### config.mk
export PLATFORM = sky130hd
export DESIGN_NAME = stack_cpu_core
export DESIGN_NICKNAME = d
export VERILOG_FILES = /design/src/rtl/stack_cpu_core.sv
export SDC_FILE = /design/constraint.sdc
export NUM_CORES = 2
export LEC_CHECK = 0
export CELL_PAD_IN_SITES_DETAIL_PLACEMENT = 0
export CELL_PAD_IN_SITES_GLOBAL_PLACEMENT = 1
export CORE_MARGIN = 2
export CORE_UTILIZATION = 29
export DETAILED_ROUTE_END_ITERATION = 7
export HOLD_SLACK_MARGIN = 0.15
export PLACE_DENSITY_LB_ADDON = 0.1
export RECOVER_POWER = 50
export REMOVE_ABC_BUFFERS = 1
export SYNTH_ARGS = -nofsm -noshare
export SYNTH_HDL_FRONTEND = slang
export SYNTH_SLANG_ARGS = --single-unit
### constraint.sdc
create_clock -name clock -period 12.2 [get_ports clock]
set_input_delay 2.44 -clock clock [delete_from_list [all_inputs] [get_ports clock]]
set_output_delay 2.44 -clock clock [all_outputs]
set_load 0.03 [all_outputs]
### src/rtl/stack_cpu_core.sv
// stack_cpu_core: parametrised stack-machine core with FETCH/DECODE/EXEC/MEM
// control, an internal operand stack, fault detection (overflow, underflow,
// illegal opcode) with error halt, and synchronous ROM/RAM ports (1-cycle read).
// Optional feature macro: STACK_CPU_SINGLE_STEP_EN adds step_mode/step inputs.
// Handshake: rom_en/ram_en are read strobes whose data is valid the following
// cycle; ram_wren is a single-cycle write strobe qualified by ram_addr/ram_wdata.
module stack_cpu_core #(
  parameter int DATA_W      = 16,
  parameter int ADDR_W      = 5,
  parameter int OPC_W       = 5,
  parameter int STACK_DEPTH = 16
) (
  input  logic                               clock,
  input  logic                               reset,
`ifdef STACK_CPU_SINGLE_STEP_EN
  input  logic                               step_mode,
  input  logic                               step,
`endif
  output logic [ADDR_W-1:0]                  rom_addr,
  output logic                               rom_en,
  input  logic [OPC_W+ADDR_W-1:0]            rom_q,
  output logic [ADDR_W-1:0]                  ram_addr,
  output logic                               ram_en,
  output logic                               ram_wren,
  output logic [DATA_W-1:0]                  ram_wdata,
  input  logic [DATA_W-1:0]                  ram_q,
  output logic                               halted,
  output logic                               error,
  output logic [1:0]                         err_code,
  output logic [ADDR_W-1:0]                  pc_out,
  output logic [DATA_W-1:0]                  tos,
  output logic [$clog2(STACK_DEPTH+1)-1:0]   sp_out,
  output logic [2:0]                         state_dbg
);

  localparam int SP_W  = $clog2(STACK_DEPTH+1);
  localparam int IDX_W = $clog2(STACK_DEPTH);
  localparam int INS_W = OPC_W + ADDR_W;

  localparam logic [OPC_W-1:0] OP_NOP    = OPC_W'(0);
  localparam logic [OPC_W-1:0] OP_PUSH   = OPC_W'(1);
  localparam logic [OPC_W-1:0] OP_PUSH_I = OPC_W'(2);
  localparam logic [OPC_W-1:0] OP_PUSH_T = OPC_W'(3);
  localparam logic [OPC_W-1:0] OP_POP    = OPC_W'(4);
  localparam logic [OPC_W-1:0] OP_ADD    = OPC_W'(5);
  localparam logic [OPC_W-1:0] OP_SUB    = OPC_W'(6);
  localparam logic [OPC_W-1:0] OP_MUL    = OPC_W'(7);
  localparam logic [OPC_W-1:0] OP_AND    = OPC_W'(8);
  localparam logic [OPC_W-1:0] OP_OR     = OPC_W'(9);
  localparam logic [OPC_W-1:0] OP_XOR    = OPC_W'(10);
  localparam logic [OPC_W-1:0] OP_NOT    = OPC_W'(11);
  localparam logic [OPC_W-1:0] OP_GOTO   = OPC_W'(12);
  localparam logic [OPC_W-1:0] OP_IF_EQ  = OPC_W'(13);
  localparam logic [OPC_W-1:0] OP_IF_GT  = OPC_W'(14);
  localparam logic [OPC_W-1:0] OP_IF_LT  = OPC_W'(15);
  localparam logic [OPC_W-1:0] OP_HALT   = OPC_W'(31);

  typedef enum logic [2:0] {
    S_FETCH  = 3'd0,
    S_DECODE = 3'd1,
    S_EXEC   = 3'd2,
    S_MEM    = 3'd3,
    S_HALT   = 3'd4
  } state_t;

  state_t                   state, next_state;
  logic [ADDR_W-1:0]        pc;
  logic [SP_W-1:0]          sp;
  logic [INS_W-1:0]         ir;
  logic [DATA_W-1:0]        stack [STACK_DEPTH];
  logic [1:0]               fault;
  logic                     go;
  logic [OPC_W-1:0]         dec_op, ir_op;
  logic [ADDR_W-1:0]        ir_k;
  logic [IDX_W-1:0]         push_idx, top_idx, nos_idx;
  logic [DATA_W-1:0]        nos, alu;
  logic                     take;

  assign dec_op   = rom_q[INS_W-1 -: OPC_W];
  assign ir_op    = ir[INS_W-1 -: OPC_W];
  assign ir_k     = ir[ADDR_W-1:0];
  assign push_idx = IDX_W'(sp);
  assign top_idx  = IDX_W'(sp - SP_W'(1));
  assign nos_idx  = IDX_W'(sp - SP_W'(2));
  assign tos      = (sp == '0) ? '0 : stack[top_idx];
  assign nos      = stack[nos_idx];

  assign rom_addr  = pc;
  assign pc_out    = pc;
  assign sp_out    = sp;
  assign halted    = (state == S_HALT);
  assign state_dbg = state;

`ifdef STACK_CPU_SINGLE_STEP_EN
  assign go = !step_mode || step;
`else
  assign go = 1'b1;
`endif

  // Fault classification of the freshly fetched instruction (used in DECODE)
  always_comb begin
    logic [1:0] need;
    logic       pushes;
    logic       legal;
    need   = 2'd0;
    pushes = 1'b0;
    legal  = 1'b1;
    fault  = 2'd0;
    case (dec_op)
      OP_NOP, OP_GOTO, OP_HALT: ;
      OP_PUSH, OP_PUSH_I:       pushes = 1'b1;
      OP_PUSH_T:                begin pushes = 1'b1; need = 2'd1; end
      OP_POP, OP_NOT:           need = 2'd1;
      OP_ADD, OP_SUB, OP_MUL, OP_AND, OP_OR, OP_XOR,
      OP_IF_EQ, OP_IF_GT, OP_IF_LT: need = 2'd2;
      default:                  legal = 1'b0;
    endcase
    if (!legal)                                     fault = 2'd3;
    else if (sp < SP_W'(need))                      fault = 2'd2;
    else if (pushes && sp == SP_W'(STACK_DEPTH))    fault = 2'd1;
  end

  // ALU result (a = next-of-stack, b = top) and branch condition
  always_comb begin
    alu  = '0;
    take = 1'b0;
    case (ir_op)
      OP_ADD:   alu = nos + tos;
      OP_SUB:   alu = nos - tos;
      OP_MUL:   alu = nos * tos;
      OP_AND:   alu = nos & tos;
      OP_OR:    alu = nos | tos;
      OP_XOR:   alu = nos ^ tos;
      OP_IF_EQ: take = (nos == tos);
      OP_IF_GT: take = (nos > tos);
      OP_IF_LT: take = (nos < tos);
      default:  ;
    endcase
  end

  // Next-state and memory strobes; rom_en is gated by reset so it reads 0 in reset
  always_comb begin
    next_state = state;
    rom_en     = 1'b0;
    ram_en     = 1'b0;
    ram_wren   = 1'b0;
    ram_addr   = '0;
    ram_wdata  = '0;
    case (state)
      S_FETCH: begin
        rom_en = go && reset;
        if (go) next_state = S_DECODE;
      end
      S_DECODE: next_state = (fault != 2'd0) ? S_HALT : S_EXEC;
      S_EXEC: begin
        next_state = S_FETCH;
        case (ir_op)
          OP_PUSH: begin
            ram_en     = 1'b1;
            ram_addr   = ir_k;
            next_state = S_MEM;
          end
          OP_POP: begin
            ram_wren  = 1'b1;
            ram_addr  = ir_k;
            ram_wdata = tos;
          end
          OP_HALT: next_state = S_HALT;
          default: ;
        endcase
      end
      S_MEM:   next_state = S_FETCH;
      S_HALT:  next_state = S_HALT;
      default: next_state = S_FETCH;
    endcase
  end

  // State register
  always_ff @(posedge clock or negedge reset) begin
    if (!reset) state <= S_FETCH;
    else        state <= next_state;
  end

  // Datapath: IR latch, fault capture, stack/sp/pc updates
  always_ff @(posedge clock or negedge reset) begin
    if (!reset) begin
      pc       <= '0;
      sp       <= '0;
      ir       <= '0;
      error    <= 1'b0;
      err_code <= 2'd0;
      for (int i = 0; i < STACK_DEPTH; i++) stack[i] <= '0;
    end else begin
      case (state)
        S_DECODE: begin
          if (fault != 2'd0) begin
            error    <= 1'b1;
            err_code <= fault;
          end else begin
            ir <= rom_q;
          end
        end
        S_EXEC: begin
          case (ir_op)
            OP_PUSH: ;
            OP_HALT: ;
            OP_PUSH_I: begin
              stack[push_idx] <= DATA_W'(ir_k);
              sp <= sp + SP_W'(1);
              pc <= pc + ADDR_W'(1);
            end
            OP_PUSH_T: begin
              stack[push_idx] <= tos;
              sp <= sp + SP_W'(1);
              pc <= pc + ADDR_W'(1);
            end
            OP_POP: begin
              sp <= sp - SP_W'(1);
              pc <= pc + ADDR_W'(1);
            end
            OP_ADD, OP_SUB, OP_MUL, OP_AND, OP_OR, OP_XOR: begin
              stack[nos_idx] <= alu;
              sp <= sp - SP_W'(1);
              pc <= pc + ADDR_W'(1);
            end
            OP_NOT: begin
              stack[top_idx] <= ~tos;
              pc <= pc + ADDR_W'(1);
            end
            OP_GOTO: pc <= ir_k;
            OP_IF_EQ, OP_IF_GT, OP_IF_LT: begin
              sp <= sp - SP_W'(2);
              pc <= take ? ir_k : pc + ADDR_W'(1);
            end
            default: pc <= pc + ADDR_W'(1);
          endcase
        end
        S_MEM: begin
          stack[push_idx] <= ram_q;
          sp <= sp + SP_W'(1);
          pc <= pc + ADDR_W'(1);
        end
        default: ;
      endcase
    end
  end

endmodule
# ---- Word-level counts from Yosys, hierarchy flattened
# Index checks and enable logic that the tools add are counted.
dict set report totals {
  romBits 0
  latchBits 0
  n_memories 0
  out_inout_bits 62
  inputBits 28
  mem_bits_rw 0
  elab_cells 156
  reg_bits 282
}
dict set report op_classes {
  order_cmp 9
  div 0
  shift 0
  bitwise 8
  addsub 6
  n_reduce_logical 24
  mul 1
  n_eq_ne 41
  n_mux 45
}
# cell count
set ops {}
lappend ops {{bitwise mux 256 bit} 5}
lappend ops {{one-hot mux 256 bit (4 select lines)} 1}
lappend ops {{one-hot mux 256 bit (2 select lines)} 1}
lappend ops {{demux 16 bit (select 4 bit)} 3}
lappend ops {{two-way mux 16 bit} 10}
lappend ops {{binary-select mux 16 bit (select 4 bit)} 2}
lappend ops {{one-hot mux 16 bit (6 select lines)} 1}
lappend ops {{equality test 5 x 4 -> 1 bit (second input constant)} 16}
lappend ops {{equality test 5 x 3 -> 1 bit (second input constant)} 8}
lappend ops {{one-hot mux 5 bit (3 select lines)} 2}
lappend ops {{equality test 5 x 2 -> 1 bit (second input constant)} 4}
lappend ops {{one-hot mux 5 bit (2 select lines)} 2}
lappend ops {{OR reduction 17 bit} 1}
lappend ops {{adder 16 bit} 1}
lappend ops {{AND 16 bit} 1}
lappend ops {{equality test 16 bit} 1}
lappend ops {{greater-than comparator 16 bit} 1}
lappend ops {{less-than comparator 16 bit} 1}
lappend ops {{multiplier 16 x 16 -> 16 bit} 1}
lappend ops {{NOT 16 bit} 1}
lappend ops {{bitwise OR 16 bit} 1}
lappend ops {{subtractor 16 bit} 1}
lappend ops {{XOR 16 bit} 1}
lappend ops {{equality test 5 bit (second input constant)} 3}
lappend ops {{33 further kinds} 65}

# ---- Longest topological paths before layout
dict set report depth {
  ltp_word 11
  ltp_mapped 43
  ltp_nobuf 32
}

# ---- Least setup slack after synthesis
# OpenSTA, ideal clock, no wires.
dict set report synth_path {
  path_kind {register to register}
  startpoint {reg sp[1], in the netlist sp_out[1]}
  endpoint {reg stack[159] (netlist name)}
  stages_incl_launch_ff 39
  path_slack_ns 2.565
  arrival_time_ns 9.506
  period_less_slack_ns 9.635
  setup_ns 0.129
  n_path_buf 11
  required_time_ns 12.071
  path_cell_list {dfrtp_1 > buf_2 > buf_4 > buf_2 > buf_2 > inv_1 > ha_1 > buf_4 > buf_2 > buf_2 > buf_2 > mux4_2 > mux2i_1 > o22a_1 > clkbuf_1 > clkbuf_1 > inv_1 > ha_1 > (+3 left out) > inv_1 > fa_1 > fa_1 > inv_1 > fa_1 > fa_1 > xnor2_1 > xnor2_1 > xnor2_1 > xnor2_1 > xnor2_1 > xnor3_1 > xnor3_1 > xnor2_1 > nor2_2 > buf_6 > o41ai_2 > a21oi_1}
}
dict set report synth_between {
  elab_chain_cells 11
  elab_cells_between_ends 43
  classes_between {add/sub (4); mul (1); order compare (6); mux (21); bitwise (7); reduce/logical (4)}
}
# item line_no
set synth_rtl {}
lappend synth_rtl {{start: declaration} 68} ;# logic [SP_W-1:0] sp;
lappend synth_rtl {{start signal: assignment} 209} ;# sp <= sp + SP_W'(1);
lappend synth_rtl {{start signal: assignment} 214} ;# sp <= sp + SP_W'(1);
lappend synth_rtl {{start signal: assignment} 218} ;# sp <= sp - SP_W'(1);
lappend synth_rtl {{subtractor 5 x 1 -> 5 bit} --}
lappend synth_rtl {{NOT 4 -> 5 bit (not written as such)} 85} ;# assign tos = (sp == '0) ? '0 : stack[top_idx];
lappend synth_rtl {{binary-select mux 16 bit (select 4 bit)} 85}
lappend synth_rtl {{two-way mux 16 bit (not written as such) (2 in series)} 85}
lappend synth_rtl {{two-way mux 16 bit (*)} 85}
lappend synth_rtl {{via tos[7]} 31} ;# output logic [DATA_W-1:0] tos,
lappend synth_rtl {{multiplier 16 x 16 -> 16 bit, or another cell as far along} 130} ;# OP_MUL: alu = nos * tos;
lappend synth_rtl {{one-hot mux 16 bit (6 select lines) (*)} 127} ;# case (ir_op)
lappend synth_rtl {{bitwise mux 256 bit (*)} 222} ;# stack[nos_idx] <= alu;
lappend synth_rtl {{one-hot mux 256 bit (4 select lines) (*)} 204} ;# case (ir_op)
lappend synth_rtl {{one-hot mux 256 bit (2 select lines) (*)} 194} ;# case (state)
lappend synth_rtl {{end signal: indexed assignment} 208} ;# stack[push_idx] <= DATA_W'(ir_k);
lappend synth_rtl {{end signal: indexed assignment} 222}
lappend synth_rtl {{end signal: indexed assignment} 227} ;# stack[top_idx] <= ~tos;
lappend synth_rtl {{end: declaration} 70} ;# logic [DATA_W-1:0] stack [STACK_DEPTH];
# Mark *: on every way through the listed nets, which the timed path passes. The rest lies on a longest branch. The select of a mux whose other input is x is not followed.
# A chain may end at the register's enable or synchronous reset.

# ---- Worst setup path in the final report
dict set report layout_path {
  startpoint {reg sp[3], in the netlist sp_out[3]}
  endpoint {reg stack[127] (netlist name)}
}
dict set report layout_between {
  elab_chain_cells 11
  elab_cells_between_ends 43
  classes_between {add/sub (4); mul (1); order compare (6); mux (21); bitwise (7); reduce/logical (4)}
}
# item line_no
set layout_rtl {}
lappend layout_rtl {{subtractor 5 x 1 -> 5 bit} --}
lappend layout_rtl {{NOT 4 -> 5 bit} {85, 227}}
lappend layout_rtl {{binary-select mux 16 bit (select 4 bit)} 85}
lappend layout_rtl {{two-way mux 16 bit (not written as such) (2 in series)} 85}
lappend layout_rtl {{two-way mux 16 bit} 85}
lappend layout_rtl {{multiplier 16 x 16 -> 16 bit, or another cell as far along} 130}
lappend layout_rtl {{one-hot mux 16 bit (6 select lines)} 127}
lappend layout_rtl {{bitwise mux 256 bit} 222}
lappend layout_rtl {{one-hot mux 256 bit (4 select lines)} 204}
lappend layout_rtl {{one-hot mux 256 bit (2 select lines) (*)} 194}
# Every way passes the cells marked *; elsewhere a longest branch is shown, timed or not. The select of a mux whose other input is x is not followed.

==> run_results.csv <==
group,metric,value,unit
status,status,"finished with violations",
status,violations,"design-rule violations, max-capacitance violations, max-slew violations",
route,viasPerCell,6.44,
synth,postSynthAreaPerCell,8.14,µm²
floorplanning,die_area,0.108,mm²
sta,finalCritPeriodShare,82.5,%
clock_tree,cts.hold.buffers_added,0,
global_route,grt_pass1_wl,236,mm
floorplanning,fp-row-count,119,
synth,synth_cell_type_count,77,
synth,synth_common_cells,"nor2_1, a21oi_1, nand2_1, clkbuf_1, dfrtp_1",
clock_tree,numCtsBuffers,41,
placed_design,numPortBuffers,89,
synth,synth_top_flop_cell,"dfrtp_1",
placed_design,gp_congestion,0.895,
route,routed_wl,166,mm
setup_path,worst_ep_required_time,12730,ps
sta,hold_viol,0,
layout,finalNetCount,3793,
route,routedWlPerCell,33.3,µm
global_route,antenna_found_initial,4,
layout,diodes,0,
route,dr_total_vias,32200,
sta,tightestPinTransition,4190,ps
floorplanning,die_y,329,µm
synth,synth_area_leaders,"dfrtp_1, mux4_2, a21oi_1, nor2_1, fa_1",
route,ant_nets,0,
global_route,use_met3,5.23,%
layout,drive_above_1_share,10.9,%
sta,clock_skew,24.6,ps
clock_tree,clk_pin_slew,60,ps
setup_path,cp-start-kind,"flop",
synth,synth_top_area_cell,"dfrtp_1",
global_route,grt_usage,30.0,%
clock_tree,cts_tree,"built",
placed_design,dp_hpwl,118,mm
global_route,met1_usage,39.2,%
global_route,grt_pass1_vias,30600,
sta,slew_violations,292,
clock_tree,cts.repair.resized,0,
synth,synth.most_common_cell,"nor2_1",
global_route,grt_overflow,0,
clock_tree,insertion_delay,620,ps
synth,ys_ff_latch,282,
floorplanning,core_region_area,0.105,mm²
global_route,use_met2,49.0,%
layout,areaGrowthSynthToFinish,10.3,%
route,drc_errors,1,
placed_design,place_ws,2430,ps
global_route,busiest_layer,"met2",
sta,setup_violations,0,
clock_tree,clk_path_buf_depth,3,
sta,relSlewSlack,-180,%
setup_path,cp_max_fo,19,
clock_tree,cts.sinks,282,
sta,period_needed,10060,ps
sta,rsz0062_at_grt,"no",
sta,hold_ws,477,ps
synth,syn_inst,3763,
setup_path,setup.worst_path.end_class,"flop",
synth,yosys_warnings,0,
flow_run,drv_cap,5,
setup_path,worstSetupPathType,"flop to flop",
synth,synth_area,0.0306,mm²
hold_path,holdCritPathClass,"flop to flop",
route,first_iter_violations,3848,
sta,max_freq,99.4,MHz
global_route,grt_start_max_net_pins,83,
floorplanning,io_pins,90,
sta,layout_setup_ws,2140,ps
synth,synth_edf_count,0,
clock_tree,cts_setup_buffers,0,
layout,fillCellCount,11100,
route,drt-pass1-iter-count,8,
setup_path,arrival,10590,ps
synth,postSynth.asyncResetShare,100,%
clock_tree,h-tree-depth,2,
synth,yosysTopAreaCellShare,23.0,%
floorplanning,start_util,29.2,%
synth,synth.yosys.seq_area_share,23.0,%
floorplanning,die_x,329,µm
clock_tree,clock-root-buffer,"clkbuf_16",
==> state kept, by name (all words and copies together), names as in the netlist <==
signal,cells
error,1
err_code,2
sp_out,5
ir,10
stack,256
state_dbg,3
pc_out,5
==> logic make-up (layout without fill, tap and decap cells) <==
logic type,Yosys count,after routing,share of synthesized area [%]
flip-flops,282,282,23.0
AND/OR/NAND/NOR,1028,1028,14.2
buffers and inverters,603,443,8.30
XOR/XNOR,46,46,1.61
AO/OA/AOI/OAI,1417,1417,30.9
adder cells (fa/ha/maj),189,189,9.73
multiplexers,198,198,12.3
==> critical path, cell delays in order (launching register included) <==
cell and delay [ps]:
dfrtp_1 760, nor2_1 1020, nand2_1 930, nor2_1 710, or3_1 290, inv_1 190, nand2_1 130, fa_1 470
fa_1 520, inv_1 60, fa_1 480, fa_1 500, inv_1 50, fa_1 450, fa_1 390, xnor2_1 200
xnor2_1 160, xnor2_1 160, xnor2_1 180, xnor2_1 180, xnor3_1 450, xnor3_1 220, xnor2_1 150, nor2_2 870
o41ai_1 240, a21oi_1 190
==> final timing paths <==
| path | startpoint | end | slack [ps] | depth (start not counted) |
|---|---|---|---|---|
| max in group asynchronous | reset | stack[89] | 2300 | 3 |
| worst max register to register | sp_out[3] | stack[127] | 2140 | 25 |
| min in group asynchronous | reset | stack[7] | 3220 | 1 |
| worst max-delay path | sp_out[3] | stack[127] | 2140 | 25 |
| worst min register to register | error | error | 480 | 1 |
| worst min-delay path | error | error | 480 | 1 |
==> area by class of cell <==
type / count / area, µm² / area share [%]
well taps: 1391 / 1740 / 5.15
flip-flops and latches: 282 / 7060 / 20.9
repair buffers: 201 / 1710 / 5.07
clock inverters: 10 / 109 / 0.322
clock buffers: 60 / 1190 / 3.52
multi-input cells: 2878 / 21300 / 63.1
inverters: 172 / 646 / 1.91
==> metal layers <==
layer	vias to the layer above	wire length (µm)
li1	13600	-
met1	16400	68300
met2	1837	78200
met3	335	12700
met4	4	7120
met5	-	32
==> metrics by stage <==
stage	TNS, ps	cells	util [%]	cell area, µm²
after global routing	0	4994	32.2	33800
after detailed placement	0	4924	31.0	32500
after global placement	0	4924	31.0	32500
after floorplan	-650660	3332	-	28700
after CTS	0	4994	32.2	33800
final	0	4994	32.2	33800
==> cells in the final DEF (no fill, tap or decap), types with 10 or more instances in the layout <==
cell type and instances:
a21oi_1 384, o221ai_1 21, o31ai_1 21, o22ai_1 172, fa_1 82, nand2_1 336
a221oi_1 149, a22oi_1 42, a221o_1 98, o211ai_1 17, xnor2_1 30, mux4_2 130
nor2_1 477, buf_4 108, and2_0 16, clkdlybuf4s50_1 68, clkbuf_16 41, o21bai_1 10
nand2b_1 15, o41ai_2 10, o21ai_0 252, a22o_1 80, a21o_1 24, mux2_2 16
mux2i_1 42, ha_1 106, nor3_1 14, a31oi_1 18, nand3_1 39, o21ai_2 12
dfrtp_1 280, inv_1 165, and2_1 33, o41ai_1 22, dlygate4sd3_1 20, a211oi_1 38
clkbuf_1 13, and3_1 40
Power is not shown: default switching activity piles up to over one toggle a cycle in this logic, so the estimate is an artifact.
